===== config.mk =====
export PLATFORM = sky130hd
export DESIGN_NAME = controle_divisao
export DESIGN_NICKNAME = d
export VERILOG_FILES = /design/src/rtl/controle_divisao.sv
export SDC_FILE = /design/constraint.sdc
export NUM_CORES = 1
export LEC_CHECK = 0
export BUFFER_PORTS_ARGS = -buffer_cell sky130_fd_sc_hd__buf_2
export CORE_MARGIN = 2
export CORE_UTILIZATION = 40
export CTS_CLUSTER_DIAMETER = 30
export DETAILED_ROUTE_END_ITERATION = 10
export PLACE_DENSITY = 0.59
export SETUP_SLACK_MARGIN = 0.05
export SYNTH_ARGS = -nofsm -noshare
export SYNTH_HDL_FRONTEND = slang
export SYNTH_SLANG_ARGS = --single-unit

===== constraint.sdc =====
create_clock -name clk -period 1.75 [get_ports clk]
set_clock_uncertainty 0.15 [all_clocks]
set_input_delay 0.175 -clock clk [delete_from_list [all_inputs] [get_ports clk]]
set_output_delay 0.175 -clock clk [all_outputs]
set_load 0.005 [all_outputs]

===== src/rtl/controle_divisao.sv =====
// rtl/controle_divisao.sv - 4-bit unsigned restoring divider with three-state control FSM
//
// Ports:
//   clk      - single clock, all state changes on its rising edge
//   rst_n    - synchronous active-low reset
//   start    - division request, sampled only in IDLE
//   A, B     - unsigned dividend / divisor, latched when start is accepted
//   Q, R     - registered quotient / remainder, held until the next result
//   busy     - high in CALC and DONE
//   done     - one-cycle pulse while Q, R and div_zero carry a fresh result
//   div_zero - set when the last completed operation had a zero divisor
module controle_divisao (
    input  logic       clk,
    input  logic       rst_n,
    input  logic       start,
    input  logic [3:0] A,
    input  logic [3:0] B,
    output logic [3:0] Q,
    output logic [3:0] R,
    output logic       busy,
    output logic       done,
    output logic       div_zero
);

    typedef enum logic [1:0] {
        IDLE = 2'd0,
        CALC = 2'd1,
        DONE = 2'd2
    } state_t;

    state_t     state;
    logic [4:0] partRem;   // partial remainder
    logic [3:0] shiftReg;  // dividend bits shift out the top, quotient bits shift in the bottom
    logic [3:0] divisor;
    logic [1:0] stepCnt;

    logic [4:0] shifted;
    logic [5:0] diffFull;
    logic       noBorrow;
    logic [4:0] nextRem;
    logic [3:0] nextShift;
    logic       unusedRemTop;

    // One restoring step. The subtraction is done as an add of the one's
    // complement plus one; a carry out of bit 4 means the divisor fit.
    always_comb begin
        shifted   = {partRem[3:0], shiftReg[3]};
        diffFull  = {1'b0, shifted} + {1'b0, ~{1'b0, divisor}} + 6'd1;
        noBorrow  = diffFull[5];
        nextRem   = noBorrow ? diffFull[4:0] : shifted;
        nextShift = {shiftReg[2:0], noBorrow};
    end

    // After every step the remainder is below the divisor, so its top bit is
    // always zero and never feeds the next shift.
    assign unusedRemTop = partRem[4];

    always_ff @(posedge clk) begin
        if (!rst_n) begin
            state    <= IDLE;
            partRem  <= 5'd0;
            shiftReg <= 4'd0;
            divisor  <= 4'd0;
            stepCnt  <= 2'd0;
            Q        <= 4'd0;
            R        <= 4'd0;
            busy     <= 1'b0;
            done     <= 1'b0;
            div_zero <= 1'b0;
        end else begin
            case (state)
                IDLE: begin
                    done <= 1'b0;
                    busy <= 1'b0;
                    if (start) begin
                        divisor  <= B;
                        partRem  <= 5'd0;
                        shiftReg <= A;
                        stepCnt  <= 2'd3;
                        busy     <= 1'b1;
                        if (B == 4'd0) begin
                            // Zero divisor skips the datapath entirely.
                            Q        <= 4'hF;
                            R        <= A;
                            div_zero <= 1'b1;
                            done     <= 1'b1;
                            state    <= DONE;
                        end else begin
                            state <= CALC;
                        end
                    end
                end
                CALC: begin
                    partRem  <= nextRem;
                    shiftReg <= nextShift;
                    stepCnt  <= stepCnt - 2'd1;
                    if (stepCnt == 2'd0) begin
                        Q        <= nextShift;
                        R        <= nextRem[3:0];
                        div_zero <= 1'b0;
                        done     <= 1'b1;
                        state    <= DONE;
                    end
                end
                DONE: begin
                    done  <= 1'b0;
                    busy  <= 1'b0;
                    state <= IDLE;
                end
                default: begin
                    done  <= 1'b0;
                    busy  <= 1'b0;
                    state <= IDLE;
                end
            endcase
        end
    end

endmodule


# Word-level counts from Yosys, hierarchy flattened
# Index checks and enable logic that the tools add are counted.
[op_classes] n_mux=29 reduce_logical=8 bitwise=1 add_sub_neg=3 eq_ne=4
[op_table] op="two-way mux 4 bit" n=9
[op_table] op="case mux 4 bit (2 select lines)" n=4
[op_table] op="two-way mux 2 bit" n=4
[op_table] op="case mux 2 bit (2 select lines)" n=2
[op_table] op="two-way mux 1 bit" n=7
[op_table] op="adder 5 x 5 -> 6 bit" n=1
[op_table] op="adder 6 x 1 -> 6 bit (second input constant)" n=1
[op_table] op="inequality test 2 bit (second input constant)" n=3
[op_table] op="case mux 1 bit (2 select lines)" n=3
[op_table] op="AND reduction 2 bit" n=3
[op_table] op="NOT 4 -> 5 bit" n=1
[op_table] op="logical NOT 2 bit" n=2
[op_table] op="logical NOT 4 bit" n=1
[op_table] op="AND reduction 4 bit" n=1
[op_table] op="== test 2 x 1 -> 1 bit (second input constant)" n=1
[op_table] op="nonzero test 2 bit" n=1
[op_table] op="subtractor 2 x 1 -> 2 bit (second input constant)" n=1
[word_totals] register_bits=27 word_cells=55 output_inout_bits=11 input_bits=11

# Depth between registers and ports, before layout
# Gate-level depths: netlist (run 1).
[logic_depth] word_depth=6 ltp_mapped=8 ltp_nobuf=8

# Least setup slack after synthesis (run 1)
# Ideal clock, no wire load.
[synth_path] path_kind="flip-flop to flip-flop" start="reg divisor[1]" end="reg R[3]" period_less_slack_ns=1.781 arrival_ns=1.506 setup_ns=0.125 required_time_ns=1.475 path_buffers=0 path_stages_with_launch=8 slack_ns=-0.031 cell_sequence="dfxtp_1 -> inv_1 -> ha_1 -> nor2b_1 -> o21ai_0 -> or4b_1 -> nand4_1 -> a31oi_2"
[synth_between] elab_chain_len=6
[synth_rtl] item="from (decl)" line="34" source="logic [3:0] divisor;"
[synth_rtl] item="from (signal assigned)" line="63" source="divisor <= 4'd0;"
[synth_rtl] item="from (signal assigned)" line="76" source="divisor <= B;"
[synth_rtl] item="NOT 4 -> 5 bit" line="48" source="diffFull = {1'b0, shifted} + {1'b0, ~{1'b0, divisor}} + 6'd1;"
[synth_rtl] item="adder 5 x 5 -> 6 bit" line="48"
[synth_rtl] item="adder 6 x 1 -> 6 bit" line="48"
[synth_rtl] item="two-way mux 4 bit" line="50" source="nextRem = noBorrow ? diffFull[4:0] : shifted;"
[synth_rtl] item="two-way mux 4 bit" line="97" source="if (stepCnt == 2'd0) begin"
[synth_rtl] item="case mux 4 bit (2 select lines)" line="71" source="case (state)"
[synth_rtl] item="to (signal assigned)" line="99" source="R <= nextRem[3:0];"
[synth_rtl] item="to (decl)" line="19" source="output logic [3:0] R,"
# Every way passes these cells. The select of a mux whose other input is x is not followed.
# A chain may end at the register's enable or synchronous reset.

# Worst setup path after layout (run 1)
# Ends and elaborated chain as after synthesis.

==> results.tsv, run 1 <==
stage	metric	value	unit
power	p_sw_share	31.4	%
finish	final_cell_mix	dfxtp_1, buf_2, nand2_1, buf_4	
setup_path	slowest_delay	0.44	ns
finish	fill_cells	298	
synthesis	syn_nets	159	
routing	viasPerCell	5.11	
finish	n_antenna_cell	0	
synthesis	syn_avg_cell_area	9.25	µm²
power	p_leak	0.742	nW
worst_hold_path	min_path_type	input pin to flop	
setup_path	crit_family	simple AND/OR/NAND/NOR gates	
die	row_count	20	
clocking	worstSkewPairLatency	0.33	ns
timing	hold_viol	0	
die	fp.dieW	61.3	µm
power	p_per_area	809	nW/µm²
clocking	clock-sinks	27	
synthesis	seq_area_frac_synth	41.1	%
timing	rsz0062_at_grt	true	
routing	drcViolationCount	0	
setup_path	crit_chain	inv_2, ha_4, nor2b_4, o21ai_1, or4b_1, nand4_1, a31oi_2	
timing	post-route-period-util	102	%
die	initial_utilization	42.7	%
clocking	cts_tree	done	
power	vdd_drop_max	0.000412	V
routing	wire_per_inst	13.1	µm
die	die_y	61.3	µm
placement	portBuffers	21	
global_route	grt_overflow_total	0	
power	clock_power_share	18.9	%
power	p_comb_share	32.1	%
timing	slew_headroom	68.3	%
synthesis	synth-seq-cells	27	
clocking	clk_pin_slew	0.15	ns
timing	hold_slack	0.0416	ns
run_status	violations	setup timing	
clocking	max-clock-path-buffers	2	
synthesis	synthCells	142	
die	io_pins	22	
setup_path	critPathKind	flop to flop	
finish	drive_gt1_share	42.9	%
global_route	grt_max_degree	28	
die	coreArea	3080	µm²
setup_path	end_kind	flop	
synthesis	yosys_warnings	0	
setup_path	critPathBufInv	1	
routing	drt-total-wl	2960	µm
clocking	htreeDepth	1	
routing	via_count	1154	
timing	slew_violations	0	
setup_path	worstPathMaxFanout	2	
routing	first_pass_iters	4	
global_route	grt_usage	17.3	%
clocking	cts_root_buffer	clkbuf_4	
global_route	grt_pass1_vias	1021	
finish	syn2layout_area_growth	36.7	%
synthesis	netlist_area	1310	µm²
finish	nets	200	
run_status	outcome	finished, violations left	
setup_path	crit_required	1.83	ns
die	dieArea	3760	µm²
power	seqPwrFrac	49.0	%
power	cell_internal_pwr	0.996	mW
routing	antenna_left	0	
timing	period_needed	1.79	ns
global_route	antenna_found_initial	0	
global_route	grt_pass1_wl	4800	µm
setup_path	cpMaxStageDelayCell	or4b_1	
setup_path	cp-start-kind	flop	
setup_path	cp.arrival	1.87	ns
clocking	cts_made_buffers	3	
synthesis	synth_cell_types	37	
timing	worst_pin_slew	0.476	ns
timing	max_freq	559	MHz
timing	setup_slack	-0.0384	ns
power	power.total	1.45	mW
power	switchingPower	0.456	mW
timing	finalSetupViolCount	2	
placement	gp_congestion	0.895	
routing	drt-initial-drc-count	51	
flow_run	maxCapViolations	0	
placement	dp_hpwl	2120	µm
-- path summary, 6_finish.rpt --
path	from	to	slack, ns	cells past startpoint
setup reg to reg	divisor[1]$_SDFFE_PN0P_	R[3]$_SDFFE_PN0P_	-0.04	7
hold reg to reg	stepCnt[1]$_SDFFE_PN0P_	stepCnt[1]$_SDFFE_PN0P_	0.33	2
hold / removal	start	shiftReg[2]$_SDFFE_PN0P_	0.04	4
setup / recovery	divisor[1]$_SDFFE_PN0P_	R[3]$_SDFFE_PN0P_	-0.04	7
-- cell type report --
class | count | area [µm²] | share of cell area, %
Multi-Input combinational cell | 100 | 826 | 46.0
Sequential cell | 27 | 548 | 30.5
Timing Repair Buffer | 43 | 307 | 17.1
Tap cell | 44 | 55.1 | 3.07
Inverter | 8 | 30.0 | 1.67
Clock buffer | 3 | 22.5 | 1.25
Clock inverter | 1 | 7.51 | 0.418
-- per-layer routing --
layer / wire, µm / global-route usage (%)
met5: 0 / 0
met4: 15 / 4.66
met3: 111 / 4.41
met2: 1370 / 28.1
met1: 1460 / 23.0
-- cells by family after synthesis --
| group | Yosys count | share of synthesized area [%] |
|---|---|---|
| compound gates | 49 | 29.5 |
| simple gates | 44 | 17.1 |
| flops | 27 | 41.1 |
| buf+inv | 15 | 5.24 |
| fa+ha+maj | 6 | 6.29 |
| xor+xnor | 1 | 0.667 |
-- power groups by stage --
stage / sequential (mW) / clock [mW] / combinational [mW]
finish: 0.712 / 0.275 / 0.466
global route: 0.720 / 0.315 / 0.515
CTS: 0.712 / 0.289 / 0.437
detailed placement: 0.722 / 0 / 0.385
global placement: 0.720 / 0 / 0.380
floorplan: 0.720 / 0 / 0.242
-- tightest hold or removal path, delay by kind of cell --
family	cells	cell delay, ns
compound gates	1	0.07
buf+inv	1	0.13
simple gates	2	0.12
-- per-stage QoR --
step / setup WS, ns / std cells / instance area [µm²] / util (%) / setup TNS, ns
5_1_grt: -0.125 / 226 / 1800 / 58.3 / -0.447
2_1_floorplan: 0.0541 / 142 / 1340 / - / 0
6_report: -0.0384 / 226 / 1800 / 58.3 / -0.0608
4_1_cts: -0.0397 / 226 / 1750 / 56.8 / -0.0719
3_5_place_dp: -0.0960 / 213 / 1570 / 51.1 / -0.310
3_3_place_gp: -0.0518 / 213 / 1570 / 51.1 / -0.109
-- state kept, by name (all words and copies together) (netlist names) --
name,flops
done,1
partRem,4
Q,4
shiftReg,4
state,2
div_zero,1
stepCnt,2
divisor,4
busy,1
R,4
-- cells in the mapped netlist --
| master | count | share of area, % |
|---|---|---|
| o21ai_1 | 1 | 0.38 |
| buf_6 | 1 | 0.86 |
| o221ai_1 | 1 | 0.67 |
| nand4_1 | 1 | 0.48 |
| and2_1 | 2 | 0.95 |
| nor2b_1 | 4 | 1.9 |
| or4b_1 | 1 | 0.76 |
| nand2_1 | 21 | 6.0 |
| a31oi_1 | 5 | 2.4 |
| nand3b_2 | 1 | 0.86 |
| nor2_1 | 9 | 2.6 |
| a21oi_1 | 4 | 1.5 |
| or3_1 | 1 | 0.48 |
| buf_2 | 3 | 1.1 |
| a21boi_1 | 1 | 0.57 |
| a22oi_1 | 2 | 1.1 |
| ha_1 | 5 | 4.8 |
| nor4_4 | 1 | 1.6 |
| a31oi_2 | 2 | 1.9 |
| a211o_1 | 1 | 0.67 |
| dfxtp_1 | 27 | 41 |
| clkbuf_2 | 1 | 0.38 |
| nor3b_1 | 2 | 1.1 |
| a21boi_0 | 10 | 5.7 |
| clkbuf_1 | 2 | 0.57 |
| o21ai_0 | 7 | 2.7 |
| xnor2_1 | 1 | 0.67 |
| o21a_1 | 3 | 1.7 |
| o221a_2 | 3 | 2.6 |
| o21ai_2 | 2 | 1.3 |
| o211a_1 | 3 | 2.3 |
| a21oi_4 | 1 | 1.2 |
| nand3_1 | 1 | 0.38 |
| fa_1 | 1 | 1.5 |
| inv_1 | 8 | 2.3 |
| a211oi_1 | 2 | 1.1 |
| o31ai_4 | 1 | 1.6 |
-- what timing repair did --
action                     CTS  global route
hold endpoints to repair    10             0
pin swaps                   14             9
setup endpoints to repair   10            10
hold buffers                 8             0
gates resized for setup     19             9
setup buffers                1             0
Power figures use the tool's default switching activity.
==> run 2, diff against run 1 <==
CELL_PAD_IN_SITES_DETAIL_PLACEMENT = 1   (was unset)
CELL_PAD_IN_SITES_GLOBAL_PLACEMENT = 2   (was unset)
CORE_UTILIZATION = 30   (was 40)
PLACE_DENSITY = 0.7   (was 0.59)
==> results.tsv, run 2 (synthesis gave the netlist of run 1 again) <==
stage	metric	value	unit	change
setup_path	critPathBufInv	1		unchanged
timing	rsz0062_at_grt	true		
setup_path	r2r_cells	7		unchanged
die	row_count	24		+20%
timing	slew_violations	0		unchanged
routing	drt-total-wl	3440	µm	+16%
power	switchingPower	0.459	mW	+0.58%
setup_path	end_kind	flop		
worst_hold_path	min_path_type	input pin to flop		
clocking	cts_root_buffer	clkbuf_8		
flow_run	maxCapViolations	0		unchanged
global_route	grt_usage	14.6	%	-2.8 points
power	p_sw_share	30.4	%	-1.0 points
timing	period_needed	1.78	ns	-0.00732 ns
routing	drt-initial-drc-count	36		-29%
timing	setup_slack	-0.0310	ns	+0.00732 ns
global_route	grt_pass1_vias	1159		+14%
global_route	grt.busiest_layer	met2		
die	initial_utilization	30.6	%	-12 points
placement	portBuffers	21		unchanged
power	seqPwrFrac	47.2	%	-1.8 points
setup_path	crit_chain	inv_2, ha_4, nor2b_4, o21ai_1, or4b_1, nand4_1, a31oi_2		
finish	multiInputGateArea	808	µm²	-2.1%
clocking	htreeDepth	1		unchanged
routing	viasPerCell	5.01		-1.9%
power	vdd_drop_max	0.000338	V	-18%
setup_path	slowest_delay	0.44	ns	about the same
setup_path	crit_family	simple AND/OR/NAND/NOR gates		
setup_path	cp_num_cells	7		unchanged
setup_path	cpMaxStageDelayCell	or4b_1		
die	io_pins	22		unchanged
placement	dp_hpwl	2590	µm	+22%
finish	syn2layout_area_growth	31.6	%	
finish	fin_area	1730	µm²	-3.7%
setup_path	crit_required	1.76	ns	-0.07 ns
timing	finalSetupTns	-0.0380	ns	+0.0228 ns
finish	nets	195		-2.5%
worst_hold_path	min_from	A[0]		
setup_path	cp.arrival	1.79	ns	-0.08 ns
clocking	clock-sinks	27		unchanged
timing	post-route-period-util	102	%	-0.42 points
routing	first_pass_iters	4		unchanged
worst_hold_path	hold_depth	3		-1
global_route	grt_pass1_wl	5650	µm	+18%
placement	place_area	1590	µm²	+0.80%
routing	wire_per_inst	15.0	µm	+15%
power	power.total	1.51	mW	+3.9%
die	fp.dieW	70.2	µm	+14%
clocking	max-clock-path-buffers	2		unchanged
timing	max_freq	561	MHz	+0.41%
placement	gp_congestion	0.812		-9.3%
setup_path	worstPathMaxFanout	2		unchanged
power	cell_internal_pwr	1.05	mW	+5.4%
finish	fill_cells	517		+73%
finish	n_antenna_cell	0		unchanged
setup_path	r2r_slack	-0.03	ns	about the same
finish	final_cell_mix	dfxtp_1, nand2_1, buf_2, buf_4, nor2_1		
run_status	outcome	finished, violations left		
die	die_y	70.2	µm	+14%
die	dieArea	4920	µm²	+31%
global_route	use_met2	25.5	%	-2.6 points
timing	worst_pin_slew	0.491	ns	+0.0150 ns
routing	drcViolationCount	0		unchanged
power	p_leak	0.727	nW	-2.1%
power	clock_power_share	23.5	%	+4.6 points
timing	finalSetupViolCount	2		unchanged
clocking	worstSkewPairLatency	0.27	ns	-0.06 ns
die	coreArea	4290	µm²	+40%
finish	drive_gt1_share	42.9	%	+0.081 points
routing	via_count	1147		-0.61%
global_route	grt.met3_usage	3.17	%	-1.2 points
clocking	clk_pin_slew	0.09	ns	-0.06 ns
timing	slew_headroom	67.3	%	-1.0 points
timing	hold_viol	0		unchanged
routing	antenna_left	0		unchanged
clocking	cts_tree	done		
setup_path	critPathKind	flop to flop		
setup_path	crit_start	divisor[1]$_SDFFE_PN0P_		
clocking	cts_hold_buf	0		-8
power	p_per_area	873	nW/µm²	+7.9%
power	p_comb_share	29.3	%	-2.8 points
global_route	grt_overflow_total	0		unchanged
setup_path	cp-start-kind	flop		
global_route	use_met1	18.5	%	-4.5 points
finish	seq_area	548	µm²	unchanged
run_status	violations	setup timing		
setup_path	r2r_start	divisor[1]$_SDFFE_PN0P_		
clocking	cts_made_buffers	3		unchanged
global_route	antenna_found_initial	0		unchanged
global_route	grt_max_degree	28		unchanged
-- run 2: cell count changes in the layout (fill, tap and decap cells not counted), sizes merged --
cell / change
clkbuf: +1
dlygate4sd3: -8
buf: +3
clkinvlp: -1
-- run 2: power groups by stage --
stage                     sequential (mW)  clock, mW  combinational, mW
final                               0.712      0.355              0.443
after global routing                0.720      0.401              0.487
after CTS                           0.713      0.376              0.445
after detailed placement            0.722          0              0.391
after global placement              0.719          0              0.377
after floorplan                     0.720          0              0.242
-- run 2: cell type report --
cell class / count / share of cell area [%]
well taps: 52 / 3.76
repair buffers: 38 / 13.5
clock buffers: 4 / 2.60
multi-input cells: 100 / 46.7
flip-flops and latches: 27 / 31.7
inverters: 8 / 1.74
-- run 2: repair_timing --
action | in CTS | in global routing
endpoints found under the setup margin | 10 | 11
pin swaps | 11 | 3
cloned | 0 | 0
buffers inserted | 2 | 0
resized for setup | 21 | 2
-- run 2: through the flow --
stage	std cells	setup WS, ns	hold WS [ns]	util [%]
after global placement	223	-0.165	0.289	36.9
after global routing	229	-0.0772	0.0208	40.3
after floorplan	142	0.0541	0.162	-
after CTS	229	-0.0382	0.0134	40.1
after detailed placement	223	-0.199	0.313	36.9
final	229	-0.0310	0.0246	40.3
-- run 2: tightest hold or removal path, cell delays in order --
cell and delay [ns]:
buf_2 0.11, nand2_1 0.05, a31oi_1 0.07
-- run 2: per-layer routing --
layer | up-vias | share of wire [%]
met2 | 15 | 49
met5 | - | 0
met1 | 553 | 47
met3 | 4 | 2.8
li1 | 575 | -
met4 | 0 | 0.64
-- run 2: final timing paths --
kind,end
worst min register to register,stepCnt[1]$_SDFFE_PN0P_
worst max register to register,R[3]$_SDFFE_PN0P_
worst max-delay path,R[3]$_SDFFE_PN0P_
worst min-delay path,R[0]$_SDFFE_PN0P_
